--- src/rtl/demux_dispatch_1to2.sv ---
// Buffered 1-to-2 stream dispatcher: per-beat destination select,
// one FWFT FIFO per output, independent valid/ready on each side.
module demux_dispatch_1to2 #(
   parameter int WIDTH = 8,
   parameter int DEPTH = 4
) (
   input  logic                     clk,
   input  logic                     rst_n,
   input  logic                     in_valid,
   output logic                     in_ready,
   input  logic [WIDTH-1:0]         in_data,
   input  logic                     in_dest,
   input  logic                     rr_en,
   output logic                     out0_valid,
   input  logic                     out0_ready,
   output logic [WIDTH-1:0]         out0_data,
   output logic                     out1_valid,
   input  logic                     out1_ready,
   output logic [WIDTH-1:0]         out1_data,
   output logic [$clog2(DEPTH):0]   count0,
   output logic [$clog2(DEPTH):0]   count1
);

   localparam int AW = $clog2(DEPTH);
   localparam int CW = AW + 1;

   logic             r_rr;
   logic             w_dest;
   logic [1:0]       w_full;
   logic [1:0]       w_ordy;
   logic [CW-1:0]    w_cnt  [2];
   logic [WIDTH-1:0] w_head [2];

   assign w_dest   = rr_en ? r_rr : in_dest;
   assign w_ordy   = {out1_ready, out0_ready};
   // Ready looks only at our own occupancy, never at downstream ready.
   assign in_ready = !w_full[w_dest];

   always_ff @(posedge clk or negedge rst_n) begin
      if (!rst_n) begin
         r_rr <= 1'b0;
      end else if (rr_en && in_valid && in_ready) begin
         r_rr <= ~r_rr;
      end
   end

   for (genvar k = 0; k < 2; k++) begin : g_fifo
      logic [WIDTH-1:0] r_mem [DEPTH];
      logic [AW-1:0]    r_wp;
      logic [AW-1:0]    r_rp;
      logic [CW-1:0]    r_cnt;
      logic             w_push;
      logic             w_pop;

      assign w_push = in_valid & in_ready & (w_dest == 1'(k));
      assign w_pop  = (r_cnt != '0) & w_ordy[k];

      always_ff @(posedge clk or negedge rst_n) begin
         if (!rst_n) begin
            r_wp  <= '0;
            r_rp  <= '0;
            r_cnt <= '0;
            for (int i = 0; i < DEPTH; i++) begin
               r_mem[i] <= '0;
            end
         end else begin
            if (w_push) begin
               r_mem[r_wp] <= in_data;
               r_wp        <= r_wp + AW'(1);
            end
            if (w_pop) begin
               r_rp <= r_rp + AW'(1);
            end
            if (w_push && !w_pop) begin
               r_cnt <= r_cnt + CW'(1);
            end else if (w_pop && !w_push) begin
               r_cnt <= r_cnt - CW'(1);
            end
         end
      end

      assign w_full[k] = (r_cnt == CW'(DEPTH));
      assign w_cnt[k]  = r_cnt;
      assign w_head[k] = r_mem[r_rp];
   end

   assign count0     = w_cnt[0];
   assign count1     = w_cnt[1];
   assign out0_valid = (w_cnt[0] != '0);
   assign out1_valid = (w_cnt[1] != '0);
   assign out0_data  = w_head[0];
   assign out1_data  = w_head[1];

endmodule
--- config.mk ---
export PLATFORM = sky130hd
export DESIGN_NAME = demux_dispatch_1to2
export DESIGN_NICKNAME = d
export VERILOG_FILES = /design/src/rtl/demux_dispatch_1to2.sv
export SDC_FILE = /design/constraint.sdc
export NUM_CORES = 1
export LEC_CHECK = 0
export CORE_MARGIN = 3
export CORE_UTILIZATION = 47
export DETAILED_ROUTE_END_ITERATION = 8
export MAX_ROUTING_LAYER = met4
export PLACE_DENSITY = 0.68
export RECOVER_POWER = 100
export SYNTH_ARGS = -nofsm -noshare
export SYNTH_HDL_FRONTEND = slang
export SYNTH_SLANG_ARGS = --single-unit
--- constraint.sdc ---
create_clock -name clk -period 4.7 [get_ports clk]
set_input_delay 0.94 -clock clk [delete_from_list [all_inputs] [get_ports clk]]
set_output_delay 0.94 -clock clk [all_outputs]
set_load 0.01 [all_outputs]
==> results of run 1 <==
-- cell families after synthesis --
family | count (synthesis)
and+or+nand+nor | 30
buffers and inverters | 13
DFF | 79
muxes | 86
adders and majority gates | 12
AOI/OAI and AO/OA | 3
xor gates and xnor gates | 12
-- state kept, by name, summed over array words and instances (netlist names) --
| name | cells |
|---|---|
| r_rr | 1 |
| g_fifo.r_rp | 4 |
| count1 | 3 |
| count0 | 3 |
| g_fifo.r_mem | 64 |
| g_fifo.r_wp | 4 |
-- layer usage --
layer | share of wire (%) | GRT usage [%]
met4 | 0.56 | 5.05
met5 | 0 | -
met1 | 50 | 24.5
met3 | 4.1 | 4.74
met2 | 46 | 24.0
-- power groups by stage --
stage / Combinational (mW) / Sequential, mW / Clock (mW)
final: 1.26 / 1.30 / 0.562
after global routing: 1.38 / 1.36 / 0.609
after CTS: 1.40 / 1.31 / 0.578
after detailed placement: 1.40 / 1.33 / 0
after global placement: 1.38 / 1.31 / 0
after floorplan: 0.985 / 1.20 / 0
-- placed cells by master, fill, tap and decap left out --
master / instances
clkinv_2: 1
nand2_1: 11
mux2_2: 66
mux2i_1: 1
fa_1: 2
o21ai_0: 1
clkbuf_8: 11
nor3_1: 8
nand3_1: 3
xnor2_1: 8
nor2_1: 2
nor3b_1: 1
mux2_1: 3
or3_1: 2
inv_1: 8
bufinv_16: 2
mux4_2: 16
a31oi_1: 1
xor2_1: 4
nor3b_2: 1
clkdlybuf4s50_1: 10
clkbuf_1: 2
nor3b_4: 1
dlygate4sd3_1: 28
or3b_2: 1
clkbuf_2: 1
a21o_1: 1
ha_1: 10
dfrtp_1: 79
-- cell type report --
type	count	area [um^2]	share of cell area (%)
inverter	8	30.0	0.692
tap	99	124	2.85
clock buffer	13	159	3.66
clock inverter	3	65.1	1.50
sequential	79	1980	45.5
timing repair buffer	39	385	8.88
multi-input combinational	143	1600	36.9
-- worst min path at each step --
stage / cells past startpoint / end / from
after floorplan: 1 / g_fifo[0].r_mem[8] / g_fifo[0].r_mem[8]
after global placement: 1 / g_fifo[0].r_mem[8] / g_fifo[0].r_mem[8]
after detailed placement: 1 / g_fifo[0].r_mem[8] / g_fifo[0].r_mem[8]
after CTS: 1 / g_fifo[0].r_mem[8] / g_fifo[0].r_mem[8]
after global routing: 1 / g_fifo[0].r_mem[8] / g_fifo[0].r_mem[8]
final: 1 / g_fifo[0].r_mem[8] / g_fifo[0].r_mem[8]
-- worst max-delay path: stages --
cell and delay (ps):
dlygate4sd3_1 610, mux2_1 450, o21ai_0 190, dlygate4sd3_1 630
-- metrics by stage --
step	util, %	setup WS [ps]
floorplan	-	2020
global placement	56.4	1110
detailed placement	56.4	1120
CTS	59.4	1100
global route	58.0	814
finish	58.0	945
==> flow_summary.yaml, run 1 <==
timing:
  min_period_ps: 3760
  timing.hold.ws_ps: 491
  fmax_mhz: 266
  relSlewSlack_pct: -27.4
  hold_viol_final: 0
  fin_setup_tns_ps: 0
  rsz0062_at_grt: "false"
  report.final.slew_viol_count: 89
  worst-slew-pin-transition_ps: 1910
  setup_viol: 0
  fin_skew_ps: 6.21
  period_share_pct: 79.9
route:
  vias: 2048
  detail-route-antenna-nets: 0
  drcViolationCount: 0
  avgViaCountPerCell: 5.33
  wl_per_cell_um: 17.1
  first_pass_iters: 4
  drtIter0Drc: 90
  routed_wl_um: 6580
logic_synthesis:
  ys_ff_latch: 79
  synth.distinct_cells: 25
  synth_top_family_by_area: "multiplexers"
  ys.warnings.count: 0
  synthAdderAreaFrac_pct: 4.43
  yosys-top-cells-count: "dfrtp_1 (79), mux2_2 (66), mux4_2 (16)"
  synth.area.mux_share_pct: 31.0
  synth_top_flop_cell: "dfrtp_1"
  synth_cells: 235
  syn_avg_cell_area_um2: 15.9
  synth-edff-count: 0
  synth-compound-area-share_pct: 0.503
  yosys.area.top_type_share_pct: 53.0
  ys_seq_area_share_pct: 53.0
  synth_area_um2: 3730
  yosysMostFrequentCell: "dfrtp_1"
  synth_xor_area_share_pct: 2.82
  yosysTopAreaCell: "dfrtp_1"
  synth_nets: 262
  ys_async_sr_fraction_pct: 100
  synthSimpleGateAreaFrac_pct: 6.94
  synth.area.top_cells: "dfrtp_1 (53%), mux2_2 (20%), mux4_2 (9.7%)"
pwr:
  clockPowerShare_pct: 18.0
  p_leak_nw: 1.83
  seq_power_share_pct: 41.7
  p_int_mw: 2.17
  peakVddDrop_v: 0.000348
  switchingPower_mw: 0.950
  p_comb_share_pct: 40.3
  sw_frac_of_total_pct: 30.4
  finalPower_mw: 3.12
  powerDensity_nw_per_um2: 720
setup_path:
  timing.critical_path.from: "rr_en"
  crit_required_ps: 3760
  reg2regPathDepth: 3
  end_kind: "output port"
  path_class: "input pin to output port"
  r2r_setup_slack_ps: 2160
  startpoint_type: "input pin"
  r2r_end: "g_fifo[0].r_mem[21]"
  r2r-start: "r_rr"
  critical_path_arrival_ps: 2820
  crit_fanout: 8
  cp-endpoint: "in_ready"
finish:
  synthToLayoutAreaGrowth_pct: 16.3
  fin_area_um2: 4340
  final_cells: 384
  n_antenna_cell: 0
  fill_cells: 602
  fin_nets: 307
  layout-drive-gt1-share_pct: 35.1
cts:
  cts_hold_buf: 0
  ctsRootBufferMaster: "clkbuf_8"
  cts_resized: 0
  htree_levels: 3
  cts_buffers: 9
  clock_latency_ps: 340
  cts_max_path_buffers: 2
  cts_tree: "built"
  path_clk_slew_ps: 70
  cts_setup_buffers: 0
  clock_sinks: 79
run_status:
  violations: "max-capacitance violations, max-slew violations"
  run_status: "finished with violations"
floorplan:
  dieHeight_um: 95.1
  die-area_um2: 9040
  io_pins: 40
  dieWidth_um: 95.1
  coreArea_um2: 7490
  initial_core_util_pct: 49.8
  row_count: 31
global_route:
  gr-total-overflow: 0
  grt_use_total_pct: 17.1
  grt_max_degree: 80
  grt_pass1_vias: 2134
  antenna_found_initial: 0
  grt_first_pass_wirelength_um: 11200
place:
  io_buffers: 39
  place_inst: 368
  place.gp.congestion: 0.740
  dp_hpwl_um: 4290
  placed_area_um2: 4220
job:
  max-cap-violations: 2
worst_hold_path:
  worst_hold_path_type: "flip-flop to flip-flop"
(Power assumes the default switching activity.)
==> run 2: changes to the inputs <==
clock period = 3.85 ns   (was 4.7 ns; I/O delays follow)
==> flow_summary.yaml, run 2 (synthesized netlist as in run 1, its figures left out) <==
run_status:
  run_status: "finished with violations"
  violations: "max-capacitance violations, max-slew violations"
route:
  drcViolationCount: 0
  wl_per_cell_um: 17.3
  detail-route-antenna-nets: 0
  drtIter0Drc: 34
  avgViaCountPerCell: 5.30
  first_pass_iters: 3
  vias: 2030
  routed_wl_um: 6610
cts:
  clock_sinks: 79
  ctsRootBufferMaster: "clkbuf_8"
  htree_levels: 3
  clock_latency_ps: 340
  cts_setup_buffers: 0
  cts_hold_buf: 0
  cts_tree: "built"
  cts_buffers: 9
  cts_max_path_buffers: 2
  path_clk_slew_ps: 70
  cts_resized: 0
global_route:
  grt_use_total_pct: 17.0
  grt_pass1_vias: 2204
  gr-total-overflow: 0
  grt_first_pass_wirelength_um: 11200
  grt_max_degree: 80
  antenna_found_initial: 0
floorplan:
  die-area_um2: 9040
  coreArea_um2: 7490
  row_count: 31
  io_pins: 40
  dieWidth_um: 95.1
  initial_core_util_pct: 49.8
  dieHeight_um: 95.1
place:
  place.gp.congestion: 0.703
  io_buffers: 39
  dp_hpwl_um: 4420
timing:
  setup_viol: 0
  fin_skew_ps: 7.66
  rsz0062_at_grt: "false"
  hold_viol_final: 0
  worst-slew-pin-transition_ps: 1970
  fmax_mhz: 301
  min_period_ps: 3330
  period_share_pct: 86.4
  relSlewSlack_pct: -31.1
  fin_setup_tns_ps: 0
  report.final.slew_viol_count: 80
setup_path:
  end_kind: "output port"
  path_class: "input pin to output port"
  crit_top_cell: "dlygate4sd3_1"
  r2r_end: "g_fifo[0].r_mem[10]"
  max_stage_delay_ps: 640
  path_cells: "dlygate4sd3_1, mux2_4, o21ai_0, dlygate4sd3_1"
  crit_slowest_cell: "dlygate4sd3_1"
  crit_fanout: 8
  critical_path_arrival_ps: 2560
  critPathBufInv: 2
  crit_family: "buffers and inverters"
  r2r_setup_slack_ps: 1470
  reg2regPathDepth: 3
  crit_required_ps: 3080
  r2r-start: "r_rr"
  startpoint_type: "input pin"
worst_hold_path:
  whs_path_depth: 1
  worstHoldStart: "g_fifo[0].r_mem[8]"
  min_to: "g_fifo[0].r_mem[8]"
  worst_hold_path_type: "flip-flop to flip-flop"
pwr:
  p_leak_nw: 1.84
  peakVddDrop_v: 0.000430
  powerDensity_nw_per_um2: 888
  finalPower_mw: 3.87
finish:
  n_antenna_cell: 0
  layout-drive-gt1-share_pct: 35.6
  fin_nets: 307
  largest_register: "g_fifo.r_mem"
  reg.largest.list: "g_fifo.r_mem: 64 flops, g_fifo.r_rp: 4 flops, g_fifo.r_wp: 4 flops"
  final_cell_mix: "dfrtp_1 (79), mux2_2 (65), dlygate4sd3_1 (26)"
  largest_reg_flops: 64
  layout.cells.most_common: "dfrtp_1"
  synthToLayoutAreaGrowth_pct: 17.0
job:
  max-cap-violations: 1
-- run 2: cell types whose count changed in the layout (fill, tap and decap cells not counted), sizes merged --
cell and change:
dlygate4sd3 -2, clkbuf -3, clkinvlp +1, bufinv +1, clkdlybuf4s50 +2
-- run 2: worst max-delay path by stage --
stage | start | endpoint | slack (ps) | cells past startpoint
floorplan | rr_en | count0[2] | 1340 | 8
global placement | rr_en | in_ready | 600 | 4
detailed placement | rr_en | count0[2] | 580 | 9
CTS | rr_en | in_ready | 570 | 4
global route | rr_en | in_ready | 440 | 4
finish | rr_en | in_ready | 520 | 4
-- run 2: through the flow --
stage	setup slack (ps)	hold WS [ps]	cells	util (%)	instance area, um^2
after CTS	572	488	383	59.7	4470
after global routing	436	512	383	58.3	4360
after floorplan	1340	452	235	-	3730
final	523	488	383	58.3	4360
after detailed placement	582	471	368	56.4	4220
after global placement	600	464	368	56.4	4220
-- run 2: power by group --
| group | internal, mW | switching (mW) | leakage, nW | total (mW) |
|---|---|---|---|---|
| logic | 1.00 | 0.547 | 0.776 | 1.55 |
| clock network | 0.446 | 0.289 | 0.119 | 0.735 |
| registers | 1.25 | 0.335 | 0.946 | 1.59 |
| total | 2.70 | 1.17 | 1.84 | 3.87 |
-- run 2: area by class of cell --
class / count / area [um^2]
fillers: 601 / 3120
flip-flops and latches: 79 / 1980
multi-input cells: 143 / 1600
repair buffers: 39 / 385
clock buffers: 10 / 138
well taps: 99 / 124
clock inverters: 5 / 106
inverters: 8 / 30.0
-- run 2: per-layer routing --
metal  vias up  global-route usage, %  routed length, um
met1      1046                   22.8               3110
met2        39                   26.0               3230
met4         0                   3.97                 25
li1        942                      -                  -
met3         3                   4.58                248
met5         -                      -                  0
-- run 2: worst reg2reg max path: stages, from the launching register on --
cell and delay [ps]:
dfrtp_1 400, mux2_4 310, nor3_1 1130, mux2_2 430
==> run 3: changes to the inputs <==
==> constraint.sdc (replaced) <==
create_clock -name clk -period 3.85 [get_ports clk]
set_input_delay 0.385 -clock clk [delete_from_list [all_inputs] [get_ports clk]]
set_output_delay 0.385 -clock clk [all_outputs]
set_load 0.01 [all_outputs]
==> flow_summary.yaml, run 3 (synthesized netlist as in run 1, its figures left out) <==
finish:
  synthToLayoutAreaGrowth_pct: 15.7
  final_cells: 384
  fin_util_pct: 57.6
  largest_reg_flops: 64
  fill_cells: 611
  n_antenna_cell: 0
  regArea_um2: 1980
  reg.largest.list: "g_fifo.r_mem: 64 flops, g_fifo.r_rp: 4 flops, g_fifo.r_wp: 4 flops"
  layout-drive-gt1-share_pct: 35.1
  largest_register: "g_fifo.r_mem"
  final_cell_mix: "dfrtp_1 (79), mux2_2 (65), dlygate4sd3_1 (26)"
  fin_nets: 307
  layout.cells.most_common: "dfrtp_1"
  multiInputGateArea_um2: 1600
timing:
  fin_skew_ps: 8.66
  setup_viol: 0
  min_period_ps: 2830
  hold_viol_final: 0
  period_share_pct: 73.6
  fmax_mhz: 353
  worst-slew-pin-transition_ps: 1970
  fin_setup_tns_ps: 0
  report.final.slew_viol_count: 89
  rsz0062_at_grt: "false"
  relSlewSlack_pct: -31.3
pwr:
  p_int_mw: 2.57
  p_comb_share_pct: 41.3
  sw_frac_of_total_pct: 31.4
  powerDensity_nw_per_um2: 868
  seq_power_share_pct: 42.5
  p_leak_nw: 1.82
  switchingPower_mw: 1.18
  clockPowerShare_pct: 16.2
  peakVddDrop_v: 0.000374
cts:
  htree_levels: 3
  ctsRootBufferMaster: "clkbuf_8"
  cts_buffers: 9
  path_clk_slew_ps: 80
  cts_resized: 0
  cts_hold_buf: 0
  clock_sinks: 79
  cts_max_path_buffers: 2
  clock_latency_ps: 350
  cts_tree: "built"
  cts_setup_buffers: 0
setup_path:
  path_class: "input pin to flip-flop"
  path_cells: "dlygate4sd3_1, mux2_1, nor3b_1, ha_1, inv_1, fa_1, xor2_1, nor2_1, xor2_1"
  crit_required_ps: 4120
  critical_path_arrival_ps: 3100
  startpoint_type: "input pin"
  crit_family: "buffers and inverters"
  critPathBufInv: 2
  crit_top_cell: "xor2_1"
  max_stage_delay_ps: 610
  crit_slowest_cell: "dlygate4sd3_1"
  crit_fanout: 8
  end_kind: "flip-flop"
global_route:
  gr-total-overflow: 0
  grt_pass1_vias: 2152
  grt_first_pass_wirelength_um: 11000
  grt_use_total_pct: 17.0
  grt_max_degree: 80
  antenna_found_initial: 0
floorplan:
  initial_core_util_pct: 49.8
  die-area_um2: 9040
  row_count: 31
  dieWidth_um: 95.1
  coreArea_um2: 7490
  io_pins: 40
  dieHeight_um: 95.1
route:
  vias: 2048
  avgViaCountPerCell: 5.33
  drcViolationCount: 0
  drtIter0Drc: 78
  wl_per_cell_um: 17.3
  detail-route-antenna-nets: 0
  first_pass_iters: 4
  routed_wl_um: 6660
worst_hold_path:
  worst_hold_path_type: "flip-flop to flip-flop"
run_status:
  violations: "max-capacitance violations, max-slew violations"
  run_status: "finished with violations"
place:
  io_buffers: 39
  place.gp.congestion: 0.740
  dp_hpwl_um: 4340
  place_inst: 368
job:
  max-cap-violations: 2
run 3: stage by stage:
stage	hold slack, ps	cell area [um^2]	total power, mW	setup WS (ps)
after floorplan	89.4	3730	2.66	1640
after global placement	464	4220	3.29	1040
after detailed placement	477	4220	3.33	969
after CTS	228	4420	3.96	1220
after global routing	514	4320	4.02	797
final	489	4320	3.75	1020
run 3: final timing paths:
kind / start / end / slack (ps) / depth (start not counted)
min in group asynchronous: rst_n / g_fifo[0].r_mem[25] / 590 / 1
min reg2reg: g_fifo[0].r_mem[9] / g_fifo[0].r_mem[9] / 490 / 1
max reg2reg: r_rr / count0[2] / 1320 / 8
min: g_fifo[0].r_mem[9] / g_fifo[0].r_mem[9] / 490 / 1
max in group asynchronous: rst_n / g_fifo[1].r_mem[11] / 2090 / 1
max: rr_en / count0[2] / 1020 / 9
run 3: power by group through the flow:
| stage | combinational [mW] | sequential (mW) | clock, mW |
|---|---|---|---|
| 4_1_cts | 1.72 | 1.60 | 0.633 |
| 6_report | 1.55 | 1.59 | 0.608 |
| 2_1_floorplan | 1.20 | 1.46 | 0 |
| 5_1_grt | 1.69 | 1.66 | 0.665 |
| 3_3_place_gp | 1.68 | 1.60 | 0 |
| 3_5_place_dp | 1.71 | 1.62 | 0 |
run 3: layout make-up:
cell class | count | share of cell area [%]
multi-input combinational | 143 | 37.1
clock inverter | 5 | 1.33
clock buffer | 11 | 3.28
tap | 99 | 2.87
sequential | 79 | 45.8
inverter | 8 | 0.696
timing repair buffer | 39 | 8.93
run 3: layer usage:
metal	global-route usage, %	part of all wire, %	vias up
li1	-	-	937
met1	22.4	47	1065
met2	26.0	48	39
met3	4.50	3.6	7
met4	4.69	1.1	0
met5	-	0	-
==> patch: new RTL, settings of run 3 <==
The parameter `DEPTH` goes from 4 to 8.
--- a/src/rtl/demux_dispatch_1to2.sv
+++ b/src/rtl/demux_dispatch_1to2.sv
@@ -2,7 +2,7 @@
 // one FWFT FIFO per output, independent valid/ready on each side.
 module demux_dispatch_1to2 #(
    parameter int WIDTH = 8,
-   parameter int DEPTH = 4
+   parameter int DEPTH = 8
 ) (
    input  logic                     clk,
    input  logic                     rst_n,
Ports: changed (resized count0 and count1); port bits go from 40 to 42. No check against the original RTL was run, so the function may have changed too.
==> patch against run 3 <==
- the run still ends with capacitance limit, slew limit left
- design area increased by 92%
- total power grew 100%
- setup slack worse by 0.55 ns
- synthesized area grew 97%
- routed wire length is 120% higher
- via count increased by 98%
- sequential cell count up 70
- largest cell class unchanged
==> patch: results <==
export IMPL_clock_tree_root_cell="sky130_fd_sc_hd__clkbuf_16"
export IMPL_total_leakage_power_nw=3.476
export IMPL_use_met2=0.3004
export IMPL_vdd_drop_max_v=0.0005674
export IMPL_worstPathMaxFanout=14
export IMPL_report_final_slew_viol_count=163
export IMPL_run_status="complete, but fails checks"
export IMPL_timing_max_cap_violations=6
export IMPL_worst_path_dominant_cell_family="simple AND/OR/NAND/NOR gates"
export IMPL_final_net_count=525
export IMPL_grt_met1_usage=0.2389
export IMPL_maximum_number_of_pins_on_one_net_before_global_route_repair=118
export IMPL_wl_um=14540
export IMPL_r2r_end="g_fifo[0].r_mem[43]"
export IMPL_worstHoldStart="g_fifo[0].r_mem[6]"
export IMPL_pwr_share_clk=0.228
export IMPL_fin_worst_skew_ns=0.007250
export IMPL_synthesis_nets=493
export IMPL_registers_with_the_highest_flip_flop_counts="g_fifo.r_mem x128, g_fifo.r_rp x6, g_fifo.r_wp x6"
export IMPL_timing_hold_ws_ns=0.4905
export IMPL_synth_commonest_cells="sky130_fd_sc_hd__dfrtp_1, sky130_fd_sc_hd__mux2_2, sky130_fd_sc_hd__mux4_2"
export IMPL_use_met3=0.04824
export IMPL_drive_gt1_frac=0.3796
export IMPL_clk_pin_slew_ns=0.06
export IMPL_netlist_top_cells_area="sky130_fd_sc_hd__dfrtp_1, sky130_fd_sc_hd__mux2_2, sky130_fd_sc_hd__mux4_2, sky130_fd_sc_hd__mux2_4, sky130_fd_sc_hd__nor4_4"
export IMPL_failed_checks="capacitance limit, slew limit"
export IMPL_cts_htree_levels=4
export IMPL_vias=4056
export IMPL_global_route_wire_length_before_repair_um=24320
export IMPL_drt_initial_drc_count=219
export IMPL_timing_startpoint_of_the_critical_path="in_valid"
export IMPL_worst_setup_path_endpoint="g_fifo[1].r_mem[57]"
export IMPL_detail_route_wirelength_met1_um=6591
export IMPL_synth_avg_cell_area_um2=15.80
export IMPL_met2RoutedLength_um=7297
[patch: cell count changes after synthesis, sizes merged, moves of 6 or more]
cell,before,now
clkbuf,1,15
mux4,16,32
dfrtp,79,149
or4b,0,9
nor3,8,2
mux2,69,151
buf,4,18
nor4,0,7
nand3,3,10
[patch: cells by family (layout without fill, tap and decap cells)]
family,after synthesis,count (layout),synth area share
AOI/OAI and AO/OA,15,15,0.01394
xor gates and xnor gates,12,12,0.01428
adders and majority gates,12,12,0.02243
buffers and inverters,37,82,0.02549
DFF,149,149,0.5065
muxes,186,186,0.3457
and+or+nand+nor,55,55,0.07172
[patch: cell type report]
class | instances | area (um2) | share of cell area
clock buffer | 24 | 501.7 | 0.06043
inverter | 4 | 15.01 | 0.001808
multi-input combinational | 280 | 3244 | 0.3907
clock inverter | 8 | 120.1 | 0.01447
sequential | 149 | 3729 | 0.4491
timing repair buffer | 46 | 429.2 | 0.05169
tap | 211 | 264.0 | 0.03180
